===== src/rtl/ps2_key_tracker.sv =====
// PS/2 key tracker: decodes make/break/E0 sequences, holds up to SLOTS pressed keys
// with their ASCII from an external scan-code ROM, and counts distinct presses.
module ps2_key_tracker #(
  parameter int SLOTS = 2,
  parameter int CNT_W = 8
) (
  input  logic                 clk,
  input  logic                 rst_n,
  input  logic                 code_valid,
  input  logic [7:0]           code_data,
  output logic                 code_ready,
  output logic [7:0]           rom_addr,
  input  logic [7:0]           rom_data,
  output logic [SLOTS-1:0]     key_valid,
  output logic [SLOTS-1:0]     key_ext,
  output logic [8*SLOTS-1:0]   key_code,
  output logic [8*SLOTS-1:0]   key_ascii,
  output logic [CNT_W-1:0]     press_count,
  output logic                 overflow
);

  localparam int IDX_W = (SLOTS > 1) ? $clog2(SLOTS) : 1;

  typedef enum logic [2:0] {IDLE, BRK, EXT, EXT_BRK, LOOKUP} state_t;

  state_t                 state_q, state_d;
  logic [SLOTS-1:0]       valid_q, valid_d, ext_q, ext_d;
  logic [SLOTS-1:0][7:0]  code_q, code_d, ascii_q, ascii_d;
  logic [IDX_W-1:0]       slot_q, slot_d;
  logic [7:0]             rom_addr_q, rom_addr_d;
  logic [CNT_W-1:0]       press_q, press_d;
  logic                   overflow_q, overflow_d;

  logic                   accept, ext_sel, do_make, do_break;
  logic                   match_hit, free_hit;
  logic [IDX_W-1:0]       match_idx, free_idx;
  logic                   is_err;

  always_comb begin
    accept    = code_valid && (state_q != LOOKUP);
    ext_sel   = (state_q == EXT) || (state_q == EXT_BRK);
    is_err    = (code_data == 8'h00) || (code_data == 8'hFF);
    match_hit = 1'b0;
    match_idx = '0;
    free_hit  = 1'b0;
    free_idx  = '0;
    // Downward scans so the lowest index wins.
    for (int i = SLOTS - 1; i >= 0; i--) begin
      if (valid_q[i] && ext_q[i] == ext_sel && code_q[i] == code_data) begin
        match_hit = 1'b1;
        match_idx = IDX_W'(i);
      end
      if (!valid_q[i]) begin
        free_hit = 1'b1;
        free_idx = IDX_W'(i);
      end
    end
  end

  always_comb begin
    state_d    = state_q;
    valid_d    = valid_q;
    ext_d      = ext_q;
    code_d     = code_q;
    ascii_d    = ascii_q;
    slot_d     = slot_q;
    rom_addr_d = rom_addr_q;
    press_d    = press_q;
    overflow_d = overflow_q;
    do_make    = 1'b0;
    do_break   = 1'b0;

    if (valid_q == '0) overflow_d = 1'b0;

    case (state_q)
      IDLE: if (accept) begin
        if (code_data == 8'hE0)      state_d = EXT;
        else if (code_data == 8'hF0) state_d = BRK;
        else if (!is_err)            do_make = 1'b1;
      end
      EXT: if (accept) begin
        if (code_data == 8'hF0)                  state_d = EXT_BRK;
        else if (is_err || code_data == 8'hE0)   state_d = IDLE;
        else                                     do_make = 1'b1;
      end
      BRK, EXT_BRK: if (accept) do_break = 1'b1;
      LOOKUP: begin
        ascii_d[slot_q] = rom_data;
        state_d         = IDLE;
      end
      default: state_d = IDLE;
    endcase

    if (do_make) begin
      state_d = IDLE;
      if (!match_hit) begin
        if (free_hit) begin
          valid_d[free_idx] = 1'b1;
          ext_d[free_idx]   = ext_sel;
          code_d[free_idx]  = code_data;
          ascii_d[free_idx] = 8'h00;
          press_d           = press_q + CNT_W'(1);
          slot_d            = free_idx;
          // Address goes out in the accepting cycle so a registered ROM has data during LOOKUP.
          if (!ext_sel) begin
            rom_addr_d = code_data;
            state_d    = LOOKUP;
          end
        end else begin
          overflow_d = 1'b1;
        end
      end
    end

    if (do_break) begin
      state_d = IDLE;
      if (match_hit) begin
        valid_d[match_idx] = 1'b0;
        ext_d[match_idx]   = 1'b0;
        code_d[match_idx]  = 8'h00;
        ascii_d[match_idx] = 8'h00;
      end
    end
  end

  always_ff @(posedge clk or negedge rst_n) begin
    if (!rst_n) begin
      state_q    <= IDLE;
      valid_q    <= '0;
      ext_q      <= '0;
      code_q     <= '0;
      ascii_q    <= '0;
      slot_q     <= '0;
      rom_addr_q <= '0;
      press_q    <= '0;
      overflow_q <= 1'b0;
    end else begin
      state_q    <= state_d;
      valid_q    <= valid_d;
      ext_q      <= ext_d;
      code_q     <= code_d;
      ascii_q    <= ascii_d;
      slot_q     <= slot_d;
      rom_addr_q <= rom_addr_d;
      press_q    <= press_d;
      overflow_q <= overflow_d;
    end
  end

  assign code_ready  = (state_q != LOOKUP);
  assign rom_addr    = rom_addr_d;
  assign key_valid   = valid_q;
  assign key_ext     = ext_q;
  assign key_code    = code_q;
  assign key_ascii   = ascii_q;
  assign press_count = press_q;
  assign overflow    = overflow_q;

endmodule


===== config.mk =====
export PLATFORM = sky130hd
export DESIGN_NAME = ps2_key_tracker
export DESIGN_NICKNAME = d
export VERILOG_FILES = /design/src/rtl/ps2_key_tracker.sv
export SDC_FILE = /design/constraint.sdc
export NUM_CORES = 1
export LEC_CHECK = 0
export BUFFER_PORTS_ARGS = -buffer_cell sky130_fd_sc_hd__clkbuf_2
export CAP_MARGIN = 5
export CORE_UTILIZATION = 53
export CTS_CLUSTER_DIAMETER = 60
export DETAILED_ROUTE_END_ITERATION = 12
export PLACE_DENSITY = 0.81
export SYNTH_ARGS = -nofsm -noshare
export SYNTH_HDL_FRONTEND = slang
export SYNTH_SLANG_ARGS = --single-unit
export TNS_END_PERCENT = 20

===== constraint.sdc =====
create_clock -name clk -period 2.8 [get_ports clk]
set_input_delay 0.42 -clock clk [delete_from_list [all_inputs] [get_ports clk]]
set_output_delay 0.42 -clock clk [all_outputs]
set_load 0.05 [all_outputs]

==> flow_summary.json <==
{
  "grt_pass1_wl_mm": 10.1,
  "overflow": 0,
  "synth_fa_ha_area_share_pct": 0.447,
  "synth-seq-cells": 57,
  "synth.distinct_cells": 42,
  "finalWorstSetupSlack_ns": 0.0289,
  "slowest_stage": "or3_4",
  "final_util_pct": 71.6,
  "cp_slowest_stage_delay_ns": 0.48,
  "synth_compound_area_share_pct": 9.11,
  "path_class": "flip-flop to primary output",
  "die_h_um": 74.7,
  "fin_crit_ns": 2.77,
  "worst-endpoint-required_ns": 2.38,
  "rows": 26,
  "synth_top_cells_by_area": "dfrtp_1 (51%), mux2i_1 (6.1%), xor2_1 (4.7%), nand2_1 (4.6%), mux2_4 (4.3%)",
  "synth_top_area_share_pct": 50.9,
  "cts_max_level": 3,
  "cellPowerDensity_nw_per_um2": 1010,
  "grt_usage_pct": 24.7,
  "slew_headroom_pct": 63.7,
  "wl_mm": 6.75,
  "arrival_ns": 2.35,
  "grt_pass1_vias": 2088,
  "startpoint": "state_q[2]",
  "drive_above_1_share_pct": 37.8,
  "cts_tree": "built",
  "setup_tns_ns": 0,
  "muxShareOfSynthArea_pct": 10.8,
  "insertion_delay_ns": 0.34,
  "max_clock_freq_ghz": 0.361,
  "seq_area_frac_synth_pct": 50.9,
  "stdcell_count": 432,
  "dr_total_vias": 2299,
  "cts_made_buffers": 9,
  "dieArea_um2": 5580,
  "pre_cts_ws_ns": -0.0418,
  "synth-edff-count": 0,
  "critPathMaxFanout": 5,
  "dp_hpwl_mm": 4.61,
  "syn_area_um2": 2800,
  "slew_violations": 0,
  "path_cells": "nor2b_4, xor2_2, nor4_4, nand3b_4, or3_4, mux2_4, buf_8",
  "period_share_pct": 99.0,
  "dieWidth_um": 74.7,
  "grt_start_max_net_pins": 37,
  "end_kind": "primary output",
  "root_buffer": "clkbuf_8",
  "coreArea_um2": 5110,
  "gp_congestion": 0.843,
  "fill_cells": 377,
  "final_hold_viol_count": 0,
  "port-buffer-count": 72,
  "drt_iter0_markers": 167,
  "maxCapViolCount": 0,
  "seqCellArea_um2": 1430,
  "synth_xor_area_share_pct": 7.82,
  "r2r-start": "key_code[5]",
  "synth_top_family_by_area": "simple AND/OR/NAND/NOR gates",
  "synth_nets": 279,
  "antenna_found_initial": 0,
  "drc_errors": 0,
  "vdd_drop_max_uv": 541,
  "skew_ns": 0.00565,
  "ios": 73,
  "startpoint_type": "flip-flop",
  "power_mw": 3.69,
  "outcome": "finished clean",
  "ys_warn_count": 0,
  "reg2reg_slack_ns": 0.44,
  "cpLargestDelayFamily": "simple AND/OR/NAND/NOR gates",
  "setup-violations-final": 0,
  "worstMarginPinSlew_ns": 0.545,
  "clock_sinks": 57,
  "viasPerCell": 5.32,
  "ant_nets": 0,
  "synthSimpleGateAreaFrac_pct": 15.2,
  "dp.cells": 409,
  "syn_to_final_growth_pct": 30.5,
  "diodes": 0,
  "yosys-top-cells-count": "dfrtp_1 (57), nand2_1 (34), mux2i_1 (17), nor2_1 (17), xor2_1 (15)",
  "hold_class": "input pin to async pin",
  "synth_top_cell_by_area": "dfrtp_1",
  "rsz0062_at_grt": "yes",
  "syn_avg_cell_area_um2": 10.8,
  "drt-pass1-iter-count": 5,
  "synthArstFlopShare_pct": 100,
  "synth-main-ff-cell": "dfrtp_1",
  "yosysMostFrequentCell": "dfrtp_1",
  "p_leak_nw": 1.83,
  "post_drt_wl_per_cell_um": 15.6,
  "syn_inst": 259,
  "cp_num_buf_inv": 1,
  "cts.path.max_buffers": 2,
  "start_util_pct": 54.9,
  "num-nets-final": 378,
  "path_clk_slew_ns": 0.06,
  "multi_input_area_um2": 1260
}
-- where the power goes --
| group | leakage, nW | switching [mW] | internal [mW] |
|---|---|---|---|
| Combinational | 1.04 | 1.21 | 0.573 |
| Sequential | 0.710 | 0.189 | 1.07 |
| Clock | 0.0822 | 0.309 | 0.337 |
| Total | 1.83 | 1.71 | 1.98 |
-- layout by cell type, fill, tap and decap left out, drive strengths merged, types with 4 or more instances in the layout --
master and instances:
clkbuf 76, dfrtp 57, buf 39, nand2 34, nor2 18, mux2i 17
xor2 15, inv 13, a21oi 12, xnor2 10, a22o 9, mux2 9
nand3 7, nor3 7, o21ai 7, nor4 4
-- sequential cells by signal (all words and copies together), names as in the netlist --
signal	flops
key_code	16
press_count	8
key_ext	2
rom_addr_q	8
state_q	3
overflow	1
key_ascii	16
key_valid	2
slot_q	1
-- layer usage --
metal	share of wire (%)	global-route usage (%)
met3	6.3	4.28
met2	50	38.4
met1	41	33.5
met4	2.7	12.2
met5	0	0
-- metrics by stage --
stage / instance area (µm²) / hold WS [ns]
floorplan: 2800 / 0.124
global placement: 3330 / 0.414
detailed placement: 3330 / 0.426
CTS: 3610 / 0.0614
global route: 3660 / 0.0976
finish: 3660 / 0.0532
-- cell type report --
class | count | area share, %
tap | 70 | 2.39
inverter | 13 | 1.33
multi-input combinational | 174 | 34.4
sequential | 57 | 39.0
clock buffer | 12 | 3.97
timing repair buffer | 103 | 18.4
clock inverter | 3 | 0.479
-- cell families after synthesis --
logic type / count (synthesis)
buffers and inverters: 29
muxes: 26
and+or+nand+nor: 86
DFF: 57
xor gates and xnor gates: 25
adders and majority gates: 1
AOI/OAI and AO/OA: 35
-- timing repair --
item                                    in CTS  in global routing
buffers inserted                             5                  3
hold endpoints to repair                     0                  0
cloned                                       0                  1
pin swaps                                    3                  5
resized for setup                           19                 12
hold buffers                                 0                  0
endpoints found under the setup margin       8                  8
-- worst paths after layout --
path	to	depth (start not counted)
setup / recovery	rom_addr[0]	7
hold / removal	key_ascii[3]	1
max in group asynchronous	key_code[8]	2
min in group clk	key_ascii[1]	3
hold reg to reg	press_count[4]	1
setup reg to reg	key_code[14]	8
(Power assumes the default switching activity.)
